[src/rtl/uart_tx_arbiter.sv]
// Round-robin arbiter that shares one UART transmit AXI-Stream among N_REQ byte sources.
// A grant is held until tlast, a MAX_BURST beat limit, or an idle timeout, so messages stay contiguous.
module uart_tx_arbiter #(
    parameter int N_REQ      = 4,
    parameter int DATA_WIDTH = 8,
    parameter int MAX_BURST  = 16,
    parameter int TIMEOUT    = 64,
    parameter int ID_W       = (N_REQ > 1) ? $clog2(N_REQ) : 1
) (
    input  logic                        clk,
    input  logic                        rst_n,
    input  logic [N_REQ*DATA_WIDTH-1:0] s_axis_tdata,
    input  logic [N_REQ-1:0]            s_axis_tvalid,
    input  logic [N_REQ-1:0]            s_axis_tlast,
    output logic [N_REQ-1:0]            s_axis_tready,
    output logic [DATA_WIDTH-1:0]       m_axis_tdata,
    output logic                        m_axis_tvalid,
    input  logic                        m_axis_tready,
    output logic [ID_W-1:0]             m_axis_tid,
    output logic [N_REQ-1:0]            grant,
    output logic                        busy,
    output logic                        timeout_evt
);

    localparam int BEAT_W    = $clog2(MAX_BURST + 1);
    localparam int IDLE_W    = (TIMEOUT > 0) ? $clog2(TIMEOUT + 1) : 1;
    localparam int IDLE_LAST = (TIMEOUT > 0) ? TIMEOUT - 1 : 0;

    typedef enum logic {
        S_IDLE = 1'b0,
        S_LOCK = 1'b1
    } state_t;

    state_t              r_state;
    logic [ID_W-1:0]     r_ptr;
    logic [ID_W-1:0]     r_gnt_idx;
    logic [N_REQ-1:0]    r_grant;
    logic                r_busy;
    logic [BEAT_W-1:0]   r_beat_cnt;
    logic [IDLE_W-1:0]   r_idle_cnt;

    logic [DATA_WIDTH-1:0] w_sel_data;
    logic                  w_sel_valid;
    logic                  w_sel_last;
    logic                  w_req_found;
    logic [ID_W-1:0]       w_req_idx;
    logic [ID_W-1:0]       w_cand;
    logic [ID_W-1:0]       w_next_ptr;
    logic                  w_hs;
    logic                  w_timeout;
    logic                  w_release;

    // Granted source routed straight through; grant is all-zero outside LOCK, so the mux is too.
    always_comb begin
        w_sel_data  = '0;
        w_sel_valid = 1'b0;
        w_sel_last  = 1'b0;
        for (int i = 0; i < N_REQ; i++) begin
            if (r_grant[i]) begin
                w_sel_data  = s_axis_tdata[i*DATA_WIDTH +: DATA_WIDTH];
                w_sel_valid = s_axis_tvalid[i];
                w_sel_last  = s_axis_tlast[i];
            end
        end
    end

    // First requester at or after r_ptr, wrapping around.
    always_comb begin
        w_req_found = 1'b0;
        w_req_idx   = '0;
        w_cand      = '0;
        for (int k = 0; k < N_REQ; k++) begin
            w_cand = ID_W'((int'(r_ptr) + k) % N_REQ);
            if (!w_req_found && s_axis_tvalid[w_cand]) begin
                w_req_found = 1'b1;
                w_req_idx   = w_cand;
            end
        end
    end

    // A beat moves when valid and ready are both high on a rising edge; valid never waits on ready,
    // and a source holds valid and data until its beat is accepted.
    assign w_hs       = w_sel_valid & m_axis_tready;
    assign w_next_ptr = (r_gnt_idx == ID_W'(N_REQ - 1)) ? '0 : r_gnt_idx + ID_W'(1);
    // A timeout needs valid low, so a handshake always wins and suppresses timeout_evt.
    assign w_timeout  = (TIMEOUT != 0) && r_busy && !w_sel_valid
                        && (r_idle_cnt == IDLE_W'(IDLE_LAST));
    assign w_release  = (w_hs && (w_sel_last || (r_beat_cnt == BEAT_W'(MAX_BURST - 1))))
                        || w_timeout;

    always_ff @(posedge clk or negedge rst_n) begin
        if (!rst_n) begin
            r_state    <= S_IDLE;
            r_ptr      <= '0;
            r_gnt_idx  <= '0;
            r_grant    <= '0;
            r_busy     <= 1'b0;
            r_beat_cnt <= '0;
            r_idle_cnt <= '0;
        end else begin
            case (r_state)
                S_IDLE: begin
                    if (w_req_found) begin
                        r_state    <= S_LOCK;
                        r_gnt_idx  <= w_req_idx;
                        r_grant    <= N_REQ'(1) << w_req_idx;
                        r_busy     <= 1'b1;
                        r_beat_cnt <= '0;
                        r_idle_cnt <= '0;
                    end
                end
                S_LOCK: begin
                    if (w_release) begin
                        r_state    <= S_IDLE;
                        r_ptr      <= w_next_ptr;
                        r_gnt_idx  <= '0;
                        r_grant    <= '0;
                        r_busy     <= 1'b0;
                        r_beat_cnt <= '0;
                        r_idle_cnt <= '0;
                    end else begin
                        if (w_hs && (r_beat_cnt != '1)) begin
                            r_beat_cnt <= r_beat_cnt + BEAT_W'(1);
                        end
                        if (w_sel_valid) begin
                            r_idle_cnt <= '0;
                        end else if (r_idle_cnt != '1) begin
                            r_idle_cnt <= r_idle_cnt + IDLE_W'(1);
                        end
                    end
                end
                default: r_state <= S_IDLE;
            endcase
        end
    end

    assign s_axis_tready = r_grant & {N_REQ{m_axis_tready}};
    assign m_axis_tdata  = w_sel_data;
    assign m_axis_tvalid = w_sel_valid;
    assign m_axis_tid    = r_gnt_idx;
    assign grant         = r_grant;
    assign busy          = r_busy;
    assign timeout_evt   = w_timeout;

endmodule

[config.mk]
export PLATFORM = sky130hd
export DESIGN_NAME = uart_tx_arbiter
export DESIGN_NICKNAME = d
export VERILOG_FILES = /design/src/rtl/uart_tx_arbiter.sv
export SDC_FILE = /design/constraint.sdc
export NUM_CORES = 1
export LEC_CHECK = 0
export CAP_MARGIN = 10
export CORE_MARGIN = 5
export CORE_UTILIZATION = 30
export CTS_CLUSTER_DIAMETER = 120
export CTS_CLUSTER_SIZE = 24
export DETAILED_ROUTE_END_ITERATION = 8
export PLACE_DENSITY = 0.58
export REMOVE_ABC_BUFFERS = 1
export SETUP_SLACK_MARGIN = 0.02
export SLEW_MARGIN = 20
export SYNTH_ARGS = -nofsm -noshare
export SYNTH_HDL_FRONTEND = slang
export SYNTH_SLANG_ARGS = --single-unit
[constraint.sdc]
create_clock -name clk -period 2.28 [get_ports clk]
set_input_delay 0.57 -clock clk [delete_from_list [all_inputs] [get_ports clk]]
set_output_delay 0.57 -clock clk [all_outputs]
set_load 0.02 [all_outputs]
# Word level (Yosys, flattened, before mapping)

Cells that the tools add are included.

Input bits: 43
Register bits: 22
Output and inout bits: 21

Add/sub/neg operators: 6
Bitwise operators: 3
Eq/ne operators: 9
Magnitude comparators: 4
Mux-type cells: 50
Shifts and indexed selects: 1
Reductions and logical operators: 17

Operators by type and width:

| cell                                                                         | number |
|---|---|
| 8-bit 2-to-1 mux                                                             | 4 |
| 7-bit 2-to-1 mux                                                             | 4 |
| 1-bit 2-to-1 mux                                                             | 20 |
| 5-bit 2-to-1 mux                                                             | 3 |
| 2-bit 2-to-1 mux                                                             | 7 |
| 7-bit case mux with 2 select lines                                           | 1 |
| 2-bit by 3-bit less-than comparator with 1-bit output, second input constant | 4 |
| 5-bit case mux with 2 select lines                                           | 1 |
| 1-bit binary-select mux with 2-bit select                                    | 4 |
| 4-bit 2-to-1 mux                                                             | 2 |
| 4-bit case mux with 2 select lines                                           | 1 |
| 2-bit AND reduction                                                          | 4 |
| 7-bit by 1-bit adder with 7-bit output, second input constant                | 1 |
| 7-bit by 6-bit == test with 1-bit output, second input constant              | 1 |
| 1-bit logical AND                                                            | 7 |
| 7-bit != test, second input constant                                         | 1 |
| 5-bit by 1-bit adder with 5-bit output, second input constant                | 1 |
| 5-bit by 4-bit == test with 1-bit output, second input constant              | 1 |
| 5-bit != test, second input constant                                         | 1 |
| 2-bit by 1-bit adder with 2-bit output, second input constant                | 2 |
| 2-bit adder, second input constant                                           | 2 |
| 4-bit AND                                                                    | 1 |
| 1-bit zero test                                                              | 4 |
| 4-bit by 1-bit != test with 1-bit output, second input constant              | 1 |
| 10 further kinds                                                             | 12 |

# Depth between registers and ports, before layout

Depth after elaboration: 15
Depth in mapped cells: 7
Depth with buffers taken out: 7

# Worst setup path after synthesis

OpenSTA, ideal clock, no wires.

Path kind: input to register
Start: input s_axis_tvalid[1]
End: register r_ptr[0]
Path buffers: 0
Required time: 2155 ps
Cell stages on the path: 6
Library setup time: 125 ps
Path slack: -252 ps
Arrival: 2407 ps
Cells stage by stage: a211oi_2 a221o_2 inv_2 nor4_1 o21ai_1 mux2_2

Word-level cells in the longest chain between the ends: 8
Elaborated cells on any way between the ends: 10
Those cells by class: mux: 3; bitwise: 1; reduce/logical: 6

Ends and longest elaborated chain:

| item                          | RTL line | text |
|---|---|---|
| from (decl)                   | 13       | `input logic [N_REQ-1:0] s_axis_tvalid,` |
| 1-bit 2-to-1 mux (3 in a row) | 59       | `if (r_grant[i]) begin` |
| named net m_axis_tvalid       | 17       | `output logic m_axis_tvalid,` |
| 1-bit zero test               | 86       | `assign w_timeout = (TIMEOUT != 0) && r_busy && !w_sel_valid` |
| 1-bit logical AND             | 86       |  |
| 1-bit logical AND             | 87       | `&& (r_idle_cnt == IDLE_W'(IDLE_LAST));` |
| named net timeout_evt         | 22       | `output logic timeout_evt` |
| 1-bit logical OR              | 89       | `\|\| w_timeout;` |
| 2-bit AND reduction (no line) | n/a      |  |
| to (signal assigned)          | 115      | `r_ptr <= w_next_ptr;` |
| to (decl)                     | 35       | `logic [ID_W-1:0] r_ptr;` |

The timed path passes the listed nets, and every way through them passes these cells.
A chain may end at the register's enable or synchronous reset.

# Final worst setup path

Start: register r_grant[1] (netlist: grant[1])
End: output timeout_evt

Word-level cells in the longest chain between the ends: 6

Ends and longest elaborated chain:

| item                          | RTL line | text |
|---|---|---|
| from (decl)                   | 37       | `logic [N_REQ-1:0] r_grant;` |
| from (signal assigned)        | 106      | `r_grant <= N_REQ'(1) << w_req_idx;` |
| 1-bit 2-to-1 mux (3 in a row) | 59       |  |
| 1-bit zero test               | 86       |  |
| 1-bit logical AND             | 86       |  |
| 1-bit logical AND             | 87       |  |
| to (decl)                     | 22       |  |

No other way between the ends.

==> flow_summary.ini <==
[logic_synthesis]
ys_ff_latch = 22
synthArstFlopShare_pct = 100.0
synth_edf_count = 0
synth_cell_type_count = 46
synthFlopType = dfrtp_1
synth-simple-area-share_pct = 21.02
synthMuxAreaShare_pct = 3.627
yosys_warnings = 0
synth_fa_ha_area_share_pct = 4.122
yosysSeqAreaShare_pct = 36.27
netlist_area_um2 = 1518
syn_inst = 176
synth_compound_area_share_pct = 30.01
synth-xor-area-share_pct = 1.154
avgSynthCellArea_um2 = 8.623
synth_top_family_by_area = compound AO/OA/AOI/OAI gates

[grt]
first_global_vias = 1559
grt_pass1_wl_um = 7383
antenna_found_initial = 0
grt_use_total_pct = 14.00
grt_max_degree = 23
gr-total-overflow = 0

[timing]
fmax_mhz = 440.6
rsz0062_at_grt = yes
setup-tns-final_ns = 0
maxSlewHeadroom_pct = 73.35
worst_slew_pin_slew_ns = 0.3997
final.setup_skew_ns = 0.002698
hold_viol_final = 0
period_minus_slack_ns = 2.270
setup_violations = 0
min_period_over_period_pct = 99.55
maxSlewViolCount = 0

[worst_setup_path]
required_ns = 1.71
r2r_slack_ns = 0.13
reg2regPathDepth = 6
r2r_start = r_beat_cnt[0]
r2r_end = r_ptr[1]
critPathKind = register to output port
setup.worst_path.end_class = output port
cp_data_arrival_time_ns = 1.70
worstPathMaxFanout = 3
startpoint = grant[1]
cp-start-kind = register

[clock_network]
numCtsBuffers = 3
clk_pin_slew_worst_paths_ns = 0.08
clock_sinks = 22
clk_path_buf_depth = 2
clk_root_buffer_cell = clkbuf_8
cts_tree = yes
htreeDepth = 1
clock_latency_ns = 0.26

[placed_design]
post-dp-hpwl_um = 3505
placed_cells = 328
port_buffers = 63
place.gp.congestion = 0.7451

[power]
finalPower_w = 0.002708
ir_worst_vdd_v = 0.0005373
power_leakage_nw = 1.172
cellPowerDensity_nw_per_um2 = 1066

[outcome]
status = complete, no violations

[hold_path]
hold_depth = 1
hold_class = register to register
min_to = r_beat_cnt[4]
min_from = r_beat_cnt[4]

[floorplan]
ios = 64
die_w_um = 81.13
die_y_um = 81.13
die_area_um2 = 6581
core_um2 = 4817
rows = 25
start_util_pct = 31.51

[finish]
antennaDiodeCount = 0
drive_gt1_share_pct = 23.42
fin_util_pct = 52.75
nets = 318
area_delta_synth_final_pct = 67.44
final_cells = 336

[drt]
first_pass_iters = 4
drtIter0Drc = 28
wl_per_cell_um = 13.46
drc = 0
drt_wl_total_um = 4523
vias = 1640
final_antenna_net_count = 0
viasPerCell = 4.881

[flow_run]
drv_cap = 0
## registers in the layout, indices dropped and copies added (netlist names)
name	count
grant	4
m_axis_tid	2
r_beat_cnt	5
busy	1
r_ptr	2
r_idle_cnt	7
r_state	1
## cell usage in the layout (no fill, tap or decap), types with 2 or more instances in the layout
| master | count |
|---|---|
| clkdlybuf4s50_1 | 44 |
| buf_4 | 36 |
| dfrtp_1 | 22 |
| nand2_1 | 18 |
| nor2_1 | 18 |
| a21oi_1 | 12 |
| inv_1 | 8 |
| o21ai_0 | 8 |
| dlygate4sd2_1 | 8 |
| and2_1 | 7 |
| o21ai_1 | 7 |
| a22oi_1 | 6 |
| ha_1 | 5 |
| nand3_1 | 4 |
| a22o_1 | 4 |
| mux2_2 | 4 |
| buf_6 | 4 |
| nand3b_1 | 3 |
| nor4_1 | 3 |
| o2bb2ai_1 | 3 |
| clkbuf_8 | 3 |
| nor2b_1 | 2 |
| a22oi_2 | 2 |
| nor3_1 | 2 |
| a221o_1 | 2 |
| nor4b_1 | 2 |
| o21a_1 | 2 |
| a21o_1 | 2 |
| buf_2 | 2 |
## timing repair
action | CTS | global route
buffers inserted | 0 | 4
gates cloned | 0 | 0
gates resized for setup | 62 | 22
hold buffers | 0 | 0
endpoints found under the setup margin | 26 | 19
pin swaps | 4 | 4
## worst max path at each step
stage          slack, ns           to
3_5_place_dp       -0.80  timeout_evt
6_report            0.01  timeout_evt
5_1_grt            -0.08  timeout_evt
4_1_cts             0.04  timeout_evt
3_3_place_gp       -0.79  timeout_evt
2_1_floorplan      -0.45     r_ptr[0]
## kinds of logic (layout without fill, tap and decap cells)
kind of cell / Yosys count / count (layout)
AND/OR/NAND/NOR: 65 / 65
AO/OA/AOI/OAI: 62 / 62
flip-flops: 22 / 22
buffers and inverters: 15 / 108
adder cells (fa/ha/maj): 5 / 5
multiplexers: 5 / 5
XOR/XNOR: 2 / 2
## synthesized netlist by cell type (all sizes together), types with 2 or more instances
cell type	count	area, um2
nand3b	3	22.52
inv	9	33.78
o21ai	16	80.07
nor3	3	15.01
nor2	18	67.56
a21oi	12	60.06
a21o	2	15.01
clkbuf	4	15.01
nor4b	2	17.52
a21boi	2	18.77
buf	2	8.750
and2	7	43.79
o2bb2ai	3	26.28
mux2	4	45.04
o21a	2	15.01
nand3	4	20.02
dfrtp	22	550.5
a22oi	8	60.06
a221o	3	31.28
nor4	4	25.02
nor2b	2	12.51
a22o	4	35.03
ha	5	62.56
nand2	18	67.56
## worst max-delay path, stage by stage, from the launching register on
cell and delay, ns:
dfrtp_1 0.41, buf_4 0.14, a211oi_2 0.20, a221o_2 0.21, inv_2 0.06, nor4_2 0.15
buf_4 0.16, buf_6 0.11
## per-stage QoR
step / cell area, um2 / hold slack [ns] / worst slack (ns)
3_3_place_gp: 2419 / 0.5107 / -0.7870
2_1_floorplan: 1494 / 0.2744 / -0.4478
5_1_grt: 2541 / 0.5559 / -0.08040
4_1_cts: 2452 / 0.5361 / 0.04469
6_report: 2541 / 0.5356 / 0.01036
3_5_place_dp: 2419 / 0.5168 / -0.8010
## final cells by class
class                           instances  area (um2)
Multi-Input combinational cell        139       953.4
Timing Repair Buffer                   95       848.3
Clock inverter                          1       30.03
Fill cell                             480        2276
Tap cell                               67       83.83
Clock buffer                            3       41.29
Inverter                                9       33.78
Sequential cell                        22       550.5
## metal layers
layer	track usage [%]	wire length [um]
met5	0	0
met4	2.703	14
met3	2.993	427
met2	23.56	2029
met1	18.52	2051
## report_power, final
| part | internal (W) | switching [W] | leakage (nW) | total [W] |
|---|---|---|---|---|
| clock network | 0.000234 | 0.000131 | 0.0357 | 0.000366 |
| logic | 0.000848 | 0.000828 | 0.863 | 0.00168 |
| registers | 0.000527 | 0.000139 | 0.273 | 0.000666 |
| total | 0.00161 | 0.00110 | 1.17 | 0.00271 |
(Power assumes the default switching activity.)
